**config.mk**
```make
export PLATFORM = sky130hd
export DESIGN_NAME = uart_rx_fifo_flat
export DESIGN_NICKNAME = d
export VERILOG_FILES = /design/src/rtl/uart_rx_fifo_if.sv /design/src/rtl/uart_rx_fifo.sv /design/src/flat_wrapper.sv
export SDC_FILE = /design/constraint.sdc
export NUM_CORES = 1
export LEC_CHECK = 0
export ABC_AREA = 1
export CELL_PAD_IN_SITES_DETAIL_PLACEMENT = 0
export CELL_PAD_IN_SITES_GLOBAL_PLACEMENT = 1
export CORE_UTILIZATION = 45
export CTS_CLUSTER_DIAMETER = 100
export DETAILED_ROUTE_END_ITERATION = 10
export GPL_TIMING_DRIVEN = 0
export PLACE_DENSITY = 0.9
export SLEW_MARGIN = 15
export SYNTH_ARGS = -nofsm -noshare
export SYNTH_HDL_FRONTEND = slang
export SYNTH_SLANG_ARGS = --single-unit
```
**constraint.sdc**
```tcl
create_clock -name clk -period 6.3 [get_ports clk]
set_clock_uncertainty 0.05 [all_clocks]
set_input_delay 1.89 -clock clk [delete_from_list [all_inputs] [get_ports clk]]
set_output_delay 1.89 -clock clk [all_outputs]
set_load 0.1 [all_outputs]
```
**src/rtl/uart_rx_fifo_if.sv**
```systemverilog
// uart_rx_fifo_if: read-side handshake between the UART receive FIFO and the CPU.
//
// Handshake: rd_valid=1 means rd_data holds the FIFO head byte. The consumer
// pops that byte by asserting rd_ack for one clock while rd_valid=1. rd_ack
// while rd_valid=0 is ignored. rd_data/rd_valid never depend on rd_ack in
// the same cycle.
//
// Signals:
//   rd_data  [7:0]  FIFO head byte (producer -> consumer)
//   rd_valid        FIFO non-empty (producer -> consumer)
//   rd_ack          pop request (consumer -> producer)
//
// Modports:
//   slave   FIFO side, which supplies the bytes
//   master  CPU side, which pops the bytes
interface uart_rx_fifo_if;
    logic [7:0] rd_data;
    logic       rd_valid;
    logic       rd_ack;

    modport slave  (output rd_data, output rd_valid, input  rd_ack);
    modport master (input  rd_data, input  rd_valid, output rd_ack);
endinterface

```
**src/rtl/uart_rx_fifo.sv**
```systemverilog
// uart_rx_fifo: UART receiver (8N1, or 8E1 with UART_RX_PARITY_EN) feeding
// a small byte FIFO that the CPU drains through a valid/ack handshake.
//
// Optional feature macro: UART_RX_PARITY_EN
//   undefined: 8N1 frames; parity_err is constant 0.
//   defined:   8E1 frames; a PARITY state samples the even-parity bit and
//              a mismatch sets parity_err and discards the byte.
//
// Ports:
//   clk         system clock
//   rst         synchronous reset, active-high
//   rx          asynchronous serial line, idles high
//   rd          read handshake (rd_data, rd_valid, rd_ack), slave side
//   overrun     sticky: byte dropped because the FIFO was full
//   frame_err   sticky: stop bit sampled as 0
//   parity_err  sticky: parity mismatch
//   err_clr     clears all three sticky flags (a same-cycle set wins)
//   busy        receiver FSM not in IDLE
//   fsm_state   receiver FSM state, for observation
module uart_rx_fifo #(
    parameter int CLKS_PER_BIT = 2815,
    parameter int DEPTH_LOG2   = 2
) (
    input  logic         clk,
    input  logic         rst,
    input  logic         rx,
    uart_rx_fifo_if.slave rd,
    output logic         overrun,
    output logic         frame_err,
    output logic         parity_err,
    input  logic         err_clr,
    output logic         busy,
    output logic [2:0]   fsm_state
);

    localparam int CW    = $clog2(CLKS_PER_BIT);
    localparam int DEPTH = 1 << DEPTH_LOG2;

    localparam logic [CW-1:0] HALF_CNT = CW'(CLKS_PER_BIT / 2 - 1);
    localparam logic [CW-1:0] FULL_CNT = CW'(CLKS_PER_BIT - 1);

    localparam logic [2:0] IDLE   = 3'd0;
    localparam logic [2:0] START  = 3'd1;
    localparam logic [2:0] DATA   = 3'd2;
`ifdef UART_RX_PARITY_EN
    localparam logic [2:0] PARITY = 3'd3;
`endif
    localparam logic [2:0] STOP   = 3'd4;
    localparam logic [2:0] BREAK  = 3'd5;

    logic          rx_meta;
    logic          rxs;
    logic [2:0]    state;
    logic [CW-1:0] cnt;
    logic [2:0]    bit_cnt;
    logic [7:0]    shreg;
    logic          at_full;
    logic          parity_ok;
    logic          push_req;
    logic          set_frame;
    logic          set_parity;

`ifdef UART_RX_PARITY_EN
    logic          par_bit;
    // Even parity: data bits plus parity bit must XOR to 0.
    assign parity_ok = ~(^shreg ^ par_bit);
`else
    assign parity_ok = 1'b1;
`endif

    assign at_full   = (cnt == FULL_CNT);
    assign busy      = (state != IDLE);
    assign fsm_state = state;

    // Stop-bit outcome: framing is checked before parity, so a bad stop bit
    // always reports frame_err even if the parity also mismatched.
    always_comb begin
        push_req   = 1'b0;
        set_frame  = 1'b0;
        set_parity = 1'b0;
        if (state == STOP && at_full) begin
            if (!rxs)            set_frame  = 1'b1;
            else if (!parity_ok) set_parity = 1'b1;
            else                 push_req   = 1'b1;
        end
    end

    // Receiver: two-flop synchronizer and frame FSM.
    always_ff @(posedge clk) begin
        if (rst) begin
            rx_meta <= 1'b1;
            rxs     <= 1'b1;
            state   <= IDLE;
            cnt     <= '0;
            bit_cnt <= '0;
            shreg   <= '0;
`ifdef UART_RX_PARITY_EN
            par_bit <= 1'b0;
`endif
        end else begin
            rx_meta <= rx;
            rxs     <= rx_meta;
            case (state)
                IDLE: begin
                    cnt <= '0;
                    if (!rxs) state <= START;
                end
                START: begin
                    if (cnt == HALF_CNT) begin
                        cnt     <= '0;
                        bit_cnt <= '0;
                        // A start bit that is high again at mid-bit was a glitch.
                        state   <= rxs ? IDLE : DATA;
                    end else begin
                        cnt <= cnt + CW'(1);
                    end
                end
                DATA: begin
                    if (at_full) begin
                        cnt     <= '0;
                        shreg   <= {rxs, shreg[7:1]};
                        bit_cnt <= bit_cnt + 3'd1;
                        if (bit_cnt == 3'd7) begin
`ifdef UART_RX_PARITY_EN
                            state <= PARITY;
`else
                            state <= STOP;
`endif
                        end
                    end else begin
                        cnt <= cnt + CW'(1);
                    end
                end
`ifdef UART_RX_PARITY_EN
                PARITY: begin
                    if (at_full) begin
                        cnt     <= '0;
                        par_bit <= rxs;
                        state   <= STOP;
                    end else begin
                        cnt <= cnt + CW'(1);
                    end
                end
`endif
                STOP: begin
                    if (at_full) begin
                        cnt   <= '0;
                        // A low stop bit may be a break; wait for the line to recover.
                        state <= rxs ? IDLE : BREAK;
                    end else begin
                        cnt <= cnt + CW'(1);
                    end
                end
                BREAK: begin
                    if (rxs) state <= IDLE;
                end
                default: state <= IDLE;
            endcase
        end
    end

    // FIFO with one extra pointer bit to tell full from empty.
    logic [7:0]          mem [DEPTH];
    logic [DEPTH_LOG2:0] wp;
    logic [DEPTH_LOG2:0] rp;
    logic                empty;
    logic                full;
    logic                pop;
    logic                push_ok;
    logic                drop;

    assign empty   = (wp == rp);
    assign full    = (wp[DEPTH_LOG2] != rp[DEPTH_LOG2]) &&
                     (wp[DEPTH_LOG2-1:0] == rp[DEPTH_LOG2-1:0]);
    assign pop     = rd.rd_ack && !empty;
    // A pop in the same cycle frees the slot, so a push into a full FIFO succeeds.
    assign push_ok = push_req && (!full || pop);
    assign drop    = push_req && full && !pop;

    assign rd.rd_valid = !empty;
    assign rd.rd_data  = mem[rp[DEPTH_LOG2-1:0]];

    always_ff @(posedge clk) begin
        if (rst) begin
            wp         <= '0;
            rp         <= '0;
            overrun    <= 1'b0;
            frame_err  <= 1'b0;
            parity_err <= 1'b0;
            for (int i = 0; i < DEPTH; i++) mem[i] <= 8'h00;
        end else begin
            if (push_ok) begin
                mem[wp[DEPTH_LOG2-1:0]] <= shreg;
                wp <= wp + 1'b1;
            end
            if (pop) rp <= rp + 1'b1;
            overrun    <= (overrun    && !err_clr) || drop;
            frame_err  <= (frame_err  && !err_clr) || set_frame;
            parity_err <= (parity_err && !err_clr) || set_parity;
        end
    end

endmodule

```
**src/flat_wrapper.sv**
```systemverilog
// flat-port wrapper written by rule: the top's interface ports become plain ports
module uart_rx_fifo_flat 
#(
    parameter int CLKS_PER_BIT = 2815,
    parameter int DEPTH_LOG2   = 2
)
  (clk, rst, rx, overrun, frame_err, parity_err, err_clr, busy, fsm_state, rd_rd_data, rd_rd_valid, rd_rd_ack);
  uart_rx_fifo_if rd_i ();
  input  logic clk;
  input  logic rst;
  input  logic rx;
  output logic overrun;
  output logic frame_err;
  output logic parity_err;
  input  logic err_clr;
  output logic busy;
  output logic [2:0] fsm_state;
  output wire logic [$bits(rd_i.rd_data)-1:0] rd_rd_data;
  output wire logic [$bits(rd_i.rd_valid)-1:0] rd_rd_valid;
  input wire logic [$bits(rd_i.rd_ack)-1:0] rd_rd_ack;
  assign rd_rd_data = rd_i.rd_data;
  assign rd_rd_valid = rd_i.rd_valid;
  assign rd_i.rd_ack = rd_rd_ack;
  uart_rx_fifo #(.CLKS_PER_BIT(CLKS_PER_BIT), .DEPTH_LOG2(DEPTH_LOG2)) u_core (.clk(clk), .rst(rst), .rx(rx), .rd(rd_i), .overrun(overrun), .frame_err(frame_err), .parity_err(parity_err), .err_clr(err_clr), .busy(busy), .fsm_state(fsm_state));
endmodule
```
==> results of run 1 <==
==> worst max path at each step <==
stage,startpoint,end,cells after the start
after CTS,flop,rd_rd_data[5],5
final,flop,rd_rd_data[5],5
after global routing,flop,rd_rd_data[5],5
after detailed placement,flop,rd_rd_data[5],5
after floorplan,flop,rd_rd_data[5],4
after global placement,flop,rd_rd_data[5],5
==> state kept, by name (all words and copies together), names as in the netlist, named ones only <==
register           cells
u_core.rxs             1
u_core.fsm_state       3
u_core.rp              3
u_core.rx_meta         1
u_core.mem            32
u_core.parity_err      1
u_core.overrun         1
u_core.shreg           8
u_core.wp              3
u_core.frame_err       1
u_core.bit_cnt         3
u_core.cnt            12
==> cell usage after synthesis, drive strengths merged (2+ instances only) <==
| cell | count |
|---|---|
| or2 | 4 |
| nand3 | 35 |
| a21oi | 18 |
| dfxtp | 39 |
| ha | 6 |
| edfxtp | 32 |
| inv | 54 |
| o22ai | 8 |
| clkbuf | 6 |
| o21ai | 35 |
| nand3b | 2 |
| nor2 | 78 |
| xor2 | 10 |
| o211ai | 2 |
| nand4 | 6 |
| nand2 | 72 |
==> cells by family (layout without fill, tap and decap cells) <==
kind of cell / count (synthesis) / after routing
XOR/XNOR: 11 / 11
flip-flops: 71 / 71
AND/OR/NAND/NOR: 198 / 198
AO/OA/AOI/OAI: 66 / 66
buffers and inverters: 61 / 97
adder cells (fa/ha/maj): 6 / 6
==> layout make-up <==
class,count,area (µm²),area share
Sequential cell,71,1740,0.435
Clock buffer,10,128,0.0318
Timing Repair Buffer,20,200,0.0500
Clock inverter,6,62.6,0.0156
Inverter,55,206,0.0515
Buffer,6,22.5,0.00562
Tap cell,99,124,0.0309
Multi-Input combinational cell,281,1520,0.380
==> routing by layer <==
layer | vias up | track usage
met5 | - | 0
met4 | 0 | 0.0739
met3 | 8 | 0.0313
met2 | 34 | 0.320
met1 | 1240 | 0.232
li1 | 1426 | -
==> through the flow <==
| step | hold slack, ns | setup slack, ns | power [mW] |
|---|---|---|---|
| finish | 0.376 | 1.63 | 1.46 |
| global route | 0.397 | 1.43 | 1.54 |
| CTS | 0.373 | 1.62 | 1.47 |
| detailed placement | 0.356 | 1.99 | 1.12 |
| global placement | 0.345 | 2.00 | 1.11 |
| floorplan | 0.339 | 2.05 | 0.993 |
==> critical path: cells and delay by family (launching register included) <==
| family | cells | cell delay [ns] |
|---|---|---|
| buffers and inverters | 3 | 1.71 |
| DFF | 1 | 0.39 |
| AOI/OAI and AO/OA | 2 | 0.29 |
==> power by group <==
group          internal, mW  switching (mW)
logic                 0.138           0.422
clock network         0.182           0.170
registers             0.514          0.0312
==> impl_table.tex, run 1 <==
\begin{tabular}{lr}
\hline
Metric & Value \\
\hline
\multicolumn{2}{l}{\textbf{Critical path}} \\
\quad Reg2reg end & u\_core.mem[3][0] \\
\quad Worst r2r src & u\_core.cnt[0] \\
\quad Kind of end point of the critical path & primary output \\
\quad Ordered cell list for the critical path & inv\_1 -> clkbuf\_1 -> o21ai\_0 -> o22ai\_1 -> clkdlybuf4s50\_1 \\
\quad Max stage delay on crit path & 1.16 ns \\
\quad Critical path required time & 4.36 ns \\
\quad Arrival time reported for the critical path endpoint & 2.73 ns \\
\quad Max Fanout on Critical Path & 10 \\
\quad Launching element type of the critical path & flop \\
\quad Master of the slowest instance on the critical path & sky130\_fd\_sc\_hd\_\_clkdlybuf4s50\_1 \\
\quad Worst reg-to-reg setup slack & 4.02 ns \\
\quad Worst-case reg-to-reg path depth & 8 \\
\quad Classification of the worst setup path & flop to primary output \\
\multicolumn{2}{l}{\textbf{Outcome}} \\
\quad Run status & completed \\
\multicolumn{2}{l}{\textbf{Timing}} \\
\quad F\_max & 214 MHz \\
\quad Setup TNS Final & 0 ns \\
\quad Final Max Tran Viols & 0 \\
\quad Tightest slew margin relative to the limit & 0.352 \\
\quad Shortest period the worst path allows & 4.67 ns \\
\quad Total setup violations reported at the end of the flow & 0 \\
\quad Hold Violations, Final & 0 \\
\quad Portion of the clock cycle consumed by the worst path in the final layout & 0.742 \\
\quad Actual transition at the worst max-transition pin & 0.969 ns \\
\quad Unrepaired setup endpoints after global routing & false \\
\multicolumn{2}{l}{\textbf{Global route}} \\
\quad Via count of the first global-routing pass & 2,596 \\
\quad Overflow after GRT & 0 \\
\quad First-pass GRT wire length & 12.1 mm \\
\quad Antenna violations before repair & 0 \\
\quad Total global-route track usage & 0.186 \\
\quad Pin count of the biggest net entering global routing & 14 \\
\multicolumn{2}{l}{\textbf{Final layout}} \\
\quad Number of cells in the finished layout apart from fillers & 548 \\
\quad FILL cells & 694 \\
\quad Total number of nets in the final design & 455 \\
\quad Commonest cells after routing, fill and taps aside & 67 x sky130\_fd\_sc\_hd\_\_nor2\_1, 67 x sky130\_fd\_sc\_hd\_\_nand2\_1, 48 x sky130\_fd\_sc\_hd\_\_inv\_1 \\
\quad Area added between synthesis and finish & 14.9\% \\
\quad Final design instance area without fill & 4010 µm² \\
\quad Share of cells above drive strength 1 & 0.109 \\
\quad Final core utilization & 0.544 \\
\quad Antenna Cells & 0 \\
\multicolumn{2}{l}{\textbf{Logic synthesis}} \\
\quad Cell count after synthesis & 413 \\
\quad Leading register cell type out of synthesis & sky130\_fd\_sc\_hd\_\_dfxtp\_1 \\
\quad Xor-xnor portion of the synthesized cell area & 0.0276 \\
\quad Distinct cell type count after synthesis & 30 \\
\quad Synthesized-area fraction occupied by ao, oa, aoi and oai cells & 0.102 \\
\quad Fraction of synthesized area in multiplexers & 0 \\
\quad Flip-flop and latch count after synthesis & 71 \\
\quad Ys async rst share & 0 \\
\quad Net count after synthesis & 424 \\
\quad Number of warning messages in the yosys log & 0 \\
\quad Area share of the largest cell type after synthesis & 0.275 \\
\quad Share of synthesized cell area in and, or, nand and nor gates & 0.284 \\
\quad Synthesized area per cell & 8.45 µm² \\
\quad Adder and majority gate portion of the synthesized area & 0.0215 \\
\quad Post-synth top area cell & sky130\_fd\_sc\_hd\_\_edfxtp\_1 \\
\quad Number of synthesized flops with an enable pin & 32 \\
\quad Combinational family with the most area after synthesis & simple AND/OR/NAND/NOR gates \\
\quad Synth top area cells & sky130\_fd\_sc\_hd\_\_edfxtp\_1 28\%, sky130\_fd\_sc\_hd\_\_dfxtp\_1 22\%, sky130\_fd\_sc\_hd\_\_nand2\_1 7.2\% \\
\quad Post-Synthesis Cell Area & 3490 µm² \\
\quad Register area share after synthesis & 0.499 \\
\multicolumn{2}{l}{\textbf{Floorplan}} \\
\quad Area of the die & 8110 µm² \\
\quad Effective utilization at floorplan & 0.473 \\
\quad Area of the placeable core & 7370 µm² \\
\quad Die boundary width & 90.0 µm \\
\quad Number of cell rows & 31 \\
\quad Boundary pin count & 21 \\
\quad Die extent in y & 90.0 µm \\
\multicolumn{2}{l}{\textbf{Routing}} \\
\quad Detailed Route WL & 7.08 mm \\
\quad Initial drt markers & 118 \\
\quad Number of detailed-route iterations in the first pass & 5 \\
\quad Residual DRC & 0 \\
\quad WL per Instance & 12.9 µm \\
\quad Met1 wire length & 3.31 mm \\
\quad Met3 WL & 186 µm \\
\quad Max Used Layer & met4 \\
\quad Number of antenna-violating nets in the routed design & 0 \\
\quad Vias after detailed routing & 2,708 \\
\quad Via-to-Cell Ratio & 4.94 \\
\quad Met2 WL & 3.50 mm \\
\multicolumn{2}{l}{\textbf{Place}} \\
\quad Final RePlAce weighted congestion & 0.807 \\
\quad Placement Cell Area & 3820 µm² \\
\quad Port-buffer cells & 20 \\
\quad Placed Cells incl. Taps & 532 \\
\quad Estimated wirelength of the detail-placed design & 5.14 mm \\
\multicolumn{2}{l}{\textbf{Clock tree}} \\
\quad TritonCTS clock tree & yes \\
\quad Clock Latency Late Sink & 0.34 ns \\
\quad Total CTS buffers & 9 \\
\quad Clock net sink count & 71 \\
\quad Number of buffers on the longest clock path & 2 \\
\quad Count of instances resized after the clock tree is built & 0 \\
\quad Library cell used as clock root buffer & sky130\_fd\_sc\_hd\_\_clkbuf\_8 \\
\quad Number of H-tree branching levels & 3 \\
\quad Number of post-CTS setup repair buffers & 0 \\
\quad Quantity of hold-fixing buffers added after cts & 0 \\
\quad Post-CTS clock slew at the launch and capture registers of the worst setup and hold paths & 0.08 ns \\
\multicolumn{2}{l}{\textbf{Power and ir drop}} \\
\quad Static power due to leakage & 1.60 nW \\
\quad Worst ir drop on vdd & 504 µV \\
\quad Pwr Density & 364 nW/µm² \\
\multicolumn{2}{l}{\textbf{Worst hold path}} \\
\quad Classification of the worst-slack hold path & flop to flop \\
\quad Instance count along the most critical hold path & 1 \\
\quad Hold Path End & u\_core.rxs \\
\quad Worst Hold Launch & u\_core.rx\_meta \\
\multicolumn{2}{l}{\textbf{Job}} \\
\quad \# Max-Cap Violations & 0 \\
\hline
\end{tabular}
(Power assumes the default switching activity.)
==> run 2, diff against run 1 <==
--- a/config.mk
+++ b/config.mk
@@ -8,11 +8,11 @@
 export ABC_AREA = 1
 export CELL_PAD_IN_SITES_DETAIL_PLACEMENT = 0
 export CELL_PAD_IN_SITES_GLOBAL_PLACEMENT = 1
-export CORE_UTILIZATION = 45
+export CORE_UTILIZATION = 41
 export CTS_CLUSTER_DIAMETER = 100
 export DETAILED_ROUTE_END_ITERATION = 10
 export GPL_TIMING_DRIVEN = 0
-export PLACE_DENSITY = 0.9
+export PLACE_DENSITY = 0.87
 export SLEW_MARGIN = 15
 export SYNTH_ARGS = -nofsm -noshare
 export SYNTH_HDL_FRONTEND = slang
==> constraint.sdc (replaced) <==
create_clock -name clk -period 4 [get_ports clk]
set_clock_uncertainty 0.05 [all_clocks]
set_input_delay 1.2 -clock clk [delete_from_list [all_inputs] [get_ports clk]]
set_output_delay 1.2 -clock clk [all_outputs]
set_load 0.1 [all_outputs]
==> run 2 against run 1 <==
  * Combinational power rose by 57%
  * Clock-buffer cell count rose by 1
  * Non-clock buffer count rose by 1
  * Critical path type unchanged
  * Utilization fell by 5.4 points
  * Critical path depth did not move
  * Sequential share of layout area fell by 0.16 points
  * Power rose by 59%
  * Design area rose by 0.37%
  * Sequential power rose by 57%
  * Routed wire length rose by 2.4%
  * First-iteration DRC count rose by 23%
  * Largest cell class unchanged
==> impl_table.tex, run 2 (synthesized netlist as in run 1, its figures left out) <==
\begin{tabular}{lr}
\hline
Metric & Value \\
\hline
\multicolumn{2}{l}{\textbf{Outcome}} \\
\quad Run status & completed \\
\multicolumn{2}{l}{\textbf{Clock tree}} \\
\quad TritonCTS clock tree & yes \\
\quad Number of H-tree branching levels & 3 \\
\quad Total CTS buffers & 9 \\
\quad Library cell used as clock root buffer & sky130\_fd\_sc\_hd\_\_clkbuf\_8 \\
\quad Number of post-CTS setup repair buffers & 0 \\
\quad Number of buffers on the longest clock path & 2 \\
\quad Clock Latency Late Sink & 0.34 ns \\
\quad Clock net sink count & 71 \\
\quad Post-CTS clock slew at the launch and capture registers of the worst setup and hold paths & 0.08 ns \\
\multicolumn{2}{l}{\textbf{Power and ir drop}} \\
\quad Design internal power & 1.32 mW \\
\quad Sequential Power Share & 0.370 \\
\quad Switching part of the total & 0.429 \\
\quad Pwr Density & 575 nW/µm² \\
\quad Clock share of power & 0.249 \\
\quad Net Switching & 0.992 mW \\
\quad Combinational share of power & 0.380 \\
\quad Static power due to leakage & 1.61 nW \\
\quad Worst ir drop on vdd & 718 µV \\
\multicolumn{2}{l}{\textbf{Timing}} \\
\quad Tightest slew margin relative to the limit & 0.341 \\
\quad Total setup violations reported at the end of the flow & 0 \\
\quad Setup TNS Final & 0 ns \\
\quad F\_max & 265 MHz \\
\quad Hold Violations, Final & 0 \\
\quad Portion of the clock cycle consumed by the worst path in the final layout & 0.943 \\
\quad Shortest period the worst path allows & 3.77 ns \\
\quad Final Max Tran Viols & 0 \\
\quad Unrepaired setup endpoints after global routing & false \\
\quad Actual transition at the worst max-transition pin & 0.985 ns \\
\quad Setup slack of the critical path after layout & 0.227 ns \\
\multicolumn{2}{l}{\textbf{Final layout}} \\
\quad Multi-input gate area in the final layout & 1520 µm² \\
\quad Biggest register & u\_core.mem \\
\quad FF/Latch Area & 1740 µm² \\
\quad Final core utilization & 0.490 \\
\quad Total number of nets in the final design & 456 \\
\quad FILL cells & 810 \\
\quad Commonest cells after routing, fill and taps aside & 67 x sky130\_fd\_sc\_hd\_\_nor2\_1, 67 x sky130\_fd\_sc\_hd\_\_nand2\_1, 48 x sky130\_fd\_sc\_hd\_\_inv\_1 \\
\quad Area added between synthesis and finish & 15.3\% \\
\quad Antenna Cells & 0 \\
\quad Max FFs per register & 32 \\
\quad Registers with the most flip-flops & u\_core.mem: 32 flops, u\_core.cnt: 12 flops, u\_core.shreg: 8 flops \\
\quad Share of cells above drive strength 1 & 0.111 \\
\multicolumn{2}{l}{\textbf{Global route}} \\
\quad Antenna violations before repair & 0 \\
\quad Total global-route track usage & 0.183 \\
\quad Via count of the first global-routing pass & 2,695 \\
\quad Pin count of the biggest net entering global routing & 14 \\
\quad First-pass GRT wire length & 12.4 mm \\
\quad Overflow after GRT & 0 \\
\multicolumn{2}{l}{\textbf{Floorplan}} \\
\quad Area of the placeable core & 8220 µm² \\
\quad Number of cell rows & 33 \\
\quad Area of the die & 8880 µm² \\
\quad Effective utilization at floorplan & 0.425 \\
\quad Die extent in y & 94.2 µm \\
\quad Boundary pin count & 21 \\
\quad Die boundary width & 94.2 µm \\
\multicolumn{2}{l}{\textbf{Routing}} \\
\quad Vias after detailed routing & 2,758 \\
\quad Residual DRC & 0 \\
\quad Initial drt markers & 145 \\
\quad Number of antenna-violating nets in the routed design & 0 \\
\quad WL per Instance & 13.1 µm \\
\quad Detailed Route WL & 7.25 mm \\
\quad Number of detailed-route iterations in the first pass & 4 \\
\quad Via-to-Cell Ratio & 4.97 \\
\multicolumn{2}{l}{\textbf{Critical path}} \\
\quad Max Fanout on Critical Path & 10 \\
\quad Cell type group with the largest total delay on the critical path & buffers and inverters \\
\quad Kind of end point of the critical path & primary output \\
\quad Master of the slowest instance on the critical path & sky130\_fd\_sc\_hd\_\_dlygate4sd2\_1 \\
\quad Buffering stage count on the worst path with inverters included & 3 \\
\quad Launching element type of the critical path & flop \\
\quad Classification of the worst setup path & flop to primary output \\
\quad Ordered cell list for the critical path & inv\_1 -> clkbuf\_1 -> o21ai\_0 -> o22ai\_1 -> dlygate4sd2\_1 \\
\quad Max stage delay on crit path & 0.88 ns \\
\quad Arrival time reported for the critical path endpoint & 2.52 ns \\
\quad Critical path required time & 2.75 ns \\
\multicolumn{2}{l}{\textbf{Place}} \\
\quad Estimated wirelength of the detail-placed design & 5.17 mm \\
\quad Placement Setup Slack & 0.245 ns \\
\quad Final RePlAce weighted congestion & 0.822 \\
\quad Port-buffer cells & 20 \\
\multicolumn{2}{l}{\textbf{Worst hold path}} \\
\quad Classification of the worst-slack hold path & flop to flop \\
\multicolumn{2}{l}{\textbf{Job}} \\
\quad \# Max-Cap Violations & 0 \\
\hline
\end{tabular}
-- run 2: power by group through the flow --
| stage | logic [mW] | clock network [mW] | registers [mW] |
|---|---|---|---|
| floorplan | 0.604 | 0 | 0.959 |
| global placement | 0.883 | 0 | 0.871 |
| detailed placement | 0.893 | 0 | 0.872 |
| CTS | 0.882 | 0.586 | 0.856 |
| global route | 0.961 | 0.615 | 0.864 |
| finish | 0.880 | 0.576 | 0.856 |
-- run 2: path summary, 6_finish.rpt --
| kind | from | slack [ns] | to | cells after the start |
|---|---|---|---|---|
| setup / recovery | flop | 0.23 | rd_rd_data[6] | 5 |
| hold / removal | u_core.rx_meta | 0.36 | u_core.rxs | 1 |
| setup reg to reg | u_core.cnt[0] | 1.77 | u_core.mem[0][4] | 10 |
| hold reg to reg | u_core.rx_meta | 0.36 | u_core.rxs | 1 |
-- run 2: stage by stage --
step / total power [mW] / area, µm² / hold slack [ns] / instances
after floorplan: 1.56 / 3490 / 0.339 / 413
after global placement: 1.75 / 3820 / 0.344 / 538
after detailed placement: 1.77 / 3830 / 0.347 / 539
after CTS: 2.32 / 4020 / 0.360 / 555
after global routing: 2.44 / 4020 / 0.391 / 555
final: 2.31 / 4020 / 0.356 / 555
-- run 2: worst register-to-register path, delay by kind of cell, from the launching register on --
kind | cells | cell delay (ns)
fa+ha+maj | 1 | 0.14
flops | 1 | 0.33
simple gates | 7 | 1.24
buf+inv | 2 | 0.15
-- run 2: cell type report --
type                            count  share of cell area
Clock buffer                       11              0.0351
Sequential cell                    71               0.433
Inverter                           55              0.0513
Clock inverter                      5              0.0146
Tap cell                          105              0.0327
Timing Repair Buffer               21              0.0491
Buffer                              6             0.00560
Multi-Input combinational cell    281               0.379
-- run 2: routing by layer --
metal  wire length [µm]  GRT usage  up-vias
met5                  0          0        -
met4                 87     0.0859        0
met3                213     0.0283        7
met2               3580      0.318       60
met1               3370      0.221     1268
li1                   -          -     1423
-- run 2: timing repair --
item	4_1_cts	5_1_grt
endpoints found under the setup margin	8	0
resized for setup	8	0
hold buffers	0	0
==> run 3, diff against run 2 <==
--- a/config.mk
+++ b/config.mk
@@ -8,11 +8,13 @@
 export ABC_AREA = 1
 export CELL_PAD_IN_SITES_DETAIL_PLACEMENT = 0
 export CELL_PAD_IN_SITES_GLOBAL_PLACEMENT = 1
+export CORE_MARGIN = 4
 export CORE_UTILIZATION = 41
 export CTS_CLUSTER_DIAMETER = 100
 export DETAILED_ROUTE_END_ITERATION = 10
 export GPL_TIMING_DRIVEN = 0
 export PLACE_DENSITY = 0.87
+export SKIP_LAST_GASP = 1
 export SLEW_MARGIN = 15
 export SYNTH_ARGS = -nofsm -noshare
 export SYNTH_HDL_FRONTEND = slang
==> run 3 against run 2 <==
  * Critical path depth did not move
  * Power rose by 3.0%
  * Final cell count fell by 0.18%
  * Register-to-register slack barely moved
  * Clock-buffer cell count did not move
  * Clock power rose by 11%
  * Largest cell class unchanged
  * Largest power group unchanged
==> impl_table.tex, run 3 (synthesized netlist as in run 1, its figures left out) <==
\begin{tabular}{lr}
\hline
Metric & Value \\
\hline
\multicolumn{2}{l}{\textbf{Outcome}} \\
\quad Run status & completed \\
\multicolumn{2}{l}{\textbf{Critical path}} \\
\quad Arrival time reported for the critical path endpoint & 2.29 ns \\
\quad Worst-case reg-to-reg path depth & 8 \\
\quad Critical path required time & 2.75 ns \\
\quad Worst r2r src & u\_core.cnt[0] \\
\quad Classification of the worst setup path & flop to primary output \\
\quad Reg2reg end & u\_core.mem[3][4] \\
\quad Launching element type of the critical path & flop \\
\quad Max Fanout on Critical Path & 10 \\
\quad Worst reg-to-reg setup slack & 1.78 ns \\
\quad Kind of end point of the critical path & primary output \\
\multicolumn{2}{l}{\textbf{Timing}} \\
\quad Final Max Tran Viols & 0 \\
\quad Portion of the clock cycle consumed by the worst path in the final layout & 0.884 \\
\quad Total setup violations reported at the end of the flow & 0 \\
\quad Setup slack of the critical path after layout & 0.464 ns \\
\quad Worst slack on hold paths & 0.371 ns \\
\quad F\_max & 283 MHz \\
\quad Hold Violations, Final & 0 \\
\quad Setup TNS Final & 0 ns \\
\quad Actual transition at the worst max-transition pin & 0.982 ns \\
\quad Tightest slew margin relative to the limit & 0.343 \\
\quad Shortest period the worst path allows & 3.54 ns \\
\quad Unrepaired setup endpoints after global routing & false \\
\multicolumn{2}{l}{\textbf{Routing}} \\
\quad Number of detailed-route iterations in the first pass & 4 \\
\quad Vias after detailed routing & 2,709 \\
\quad Residual DRC & 0 \\
\quad Number of antenna-violating nets in the routed design & 0 \\
\quad Initial drt markers & 82 \\
\quad Detailed Route WL & 7.00 mm \\
\quad Via-to-Cell Ratio & 4.89 \\
\quad WL per Instance & 12.6 µm \\
\multicolumn{2}{l}{\textbf{Clock tree}} \\
\quad Number of buffers on the longest clock path & 2 \\
\quad Clock Latency Late Sink & 0.34 ns \\
\quad Clock net sink count & 71 \\
\quad Number of post-CTS setup repair buffers & 0 \\
\quad Number of H-tree branching levels & 3 \\
\quad Post-CTS clock slew at the launch and capture registers of the worst setup and hold paths & 0.08 ns \\
\quad Total CTS buffers & 9 \\
\quad TritonCTS clock tree & yes \\
\quad Library cell used as clock root buffer & sky130\_fd\_sc\_hd\_\_clkbuf\_8 \\
\multicolumn{2}{l}{\textbf{Global route}} \\
\quad First-pass GRT wire length & 12.4 mm \\
\quad Via count of the first global-routing pass & 2,695 \\
\quad Total global-route track usage & 0.153 \\
\quad Antenna violations before repair & 0 \\
\quad Pin count of the biggest net entering global routing & 13 \\
\quad Overflow after GRT & 0 \\
\multicolumn{2}{l}{\textbf{Floorplan}} \\
\quad Number of cell rows & 33 \\
\quad Die boundary width & 100 µm \\
\quad Die extent in y & 100 µm \\
\quad Effective utilization at floorplan & 0.422 \\
\quad Boundary pin count & 21 \\
\quad Area of the placeable core & 8260 µm² \\
\quad Area of the die & 10,000 µm² \\
\multicolumn{2}{l}{\textbf{Power and ir drop}} \\
\quad Worst ir drop on vdd & 917 µV \\
\quad Pwr Density & 586 nW/µm² \\
\quad Static power due to leakage & 1.68 nW \\
\multicolumn{2}{l}{\textbf{Final layout}} \\
\quad Share of cells above drive strength 1 & 0.109 \\
\quad Total number of nets in the final design & 455 \\
\quad Final core utilization & 0.493 \\
\quad Commonest cells after routing, fill and taps aside & 67 x sky130\_fd\_sc\_hd\_\_nor2\_1, 67 x sky130\_fd\_sc\_hd\_\_nand2\_1, 48 x sky130\_fd\_sc\_hd\_\_inv\_1 \\
\quad Biggest register & u\_core.mem \\
\quad Antenna Cells & 0 \\
\quad Max FFs per register & 32 \\
\quad Area added between synthesis and finish & 16.6\% \\
\quad Registers with the most flip-flops & u\_core.mem: 32 flops, u\_core.cnt: 12 flops, u\_core.shreg: 8 flops \\
\multicolumn{2}{l}{\textbf{Place}} \\
\quad Port-buffer cells & 20 \\
\quad Estimated wirelength of the detail-placed design & 5.01 mm \\
\quad Placement Setup Slack & 0.443 ns \\
\quad Final RePlAce weighted congestion & 0.821 \\
\multicolumn{2}{l}{\textbf{Worst hold path}} \\
\quad Instance count along the most critical hold path & 1 \\
\quad Hold Path End & u\_core.rxs \\
\quad Classification of the worst-slack hold path & flop to flop \\
\quad Worst Hold Launch & u\_core.rx\_meta \\
\multicolumn{2}{l}{\textbf{Job}} \\
\quad \# Max-Cap Violations & 0 \\
\hline
\end{tabular}
## run 3: timing repair
| action | in CTS | in global routing |
|---|---|---|
| hold buffers | 0 | 0 |
| gates resized for setup | 0 | 8 |
| endpoints found under the setup margin | 0 | 8 |
| endpoints found under the hold margin | 0 | 0 |
## run 3: how the worst max path moves through the flow
stage                     startpoint       endpoint  slack [ns]  depth (start not counted)
after floorplan                 flop  rd_rd_data[5]        0.44                          4
after global placement          flop  rd_rd_data[5]        0.47                          5
after detailed placement        flop  rd_rd_data[6]        0.44                          5
after CTS                       flop  rd_rd_data[6]        0.05                          4
after global routing            flop  rd_rd_data[0]        0.29                          5
final                           flop  rd_rd_data[6]        0.46                          5
## run 3: critical path, cell delays in order, from the launching register on
cell	delay, ns
sky130_fd_sc_hd__dfxtp_1	0.38
sky130_fd_sc_hd__inv_1	0.18
sky130_fd_sc_hd__clkbuf_1	0.36
sky130_fd_sc_hd__o21ai_0	0.13
sky130_fd_sc_hd__o22ai_1	0.13
sky130_fd_sc_hd__dlymetal6s2s_1	0.77
## run 3: cell type report
class	instances	area [µm²]
Clock buffer	11	141
Timing Repair Buffer	20	220
Fill cell	798	4190
Buffer	6	22.5
Multi-Input combinational cell	281	1520
Clock inverter	5	81.3
Tap cell	105	131
Inverter	55	206
Sequential cell	71	1740
## run 3: routing by layer
metal  GRT usage  vias to the layer above  share of wire
met5           0                        -              0
met4      0.0601                        0         0.0073
met3      0.0396                        4          0.044
met2       0.247                       51           0.48
met1       0.198                     1227           0.47
li1            -                     1427              -
## run 3: power breakdown
part	switching (mW)	internal, mW	leakage [nW]
clock network	0.269	0.369	0.110
logic	0.671	0.216	0.950
registers	0.0486	0.809	0.620
total	0.988	1.39	1.68
## run 3: through the flow
stage	area (µm²)	cells	total power, mW
finish	4070	554	2.38
global placement	3820	538	1.75
floorplan	3490	413	1.56
detailed placement	3820	538	1.76
CTS	4040	554	2.40
global route	4070	554	2.52
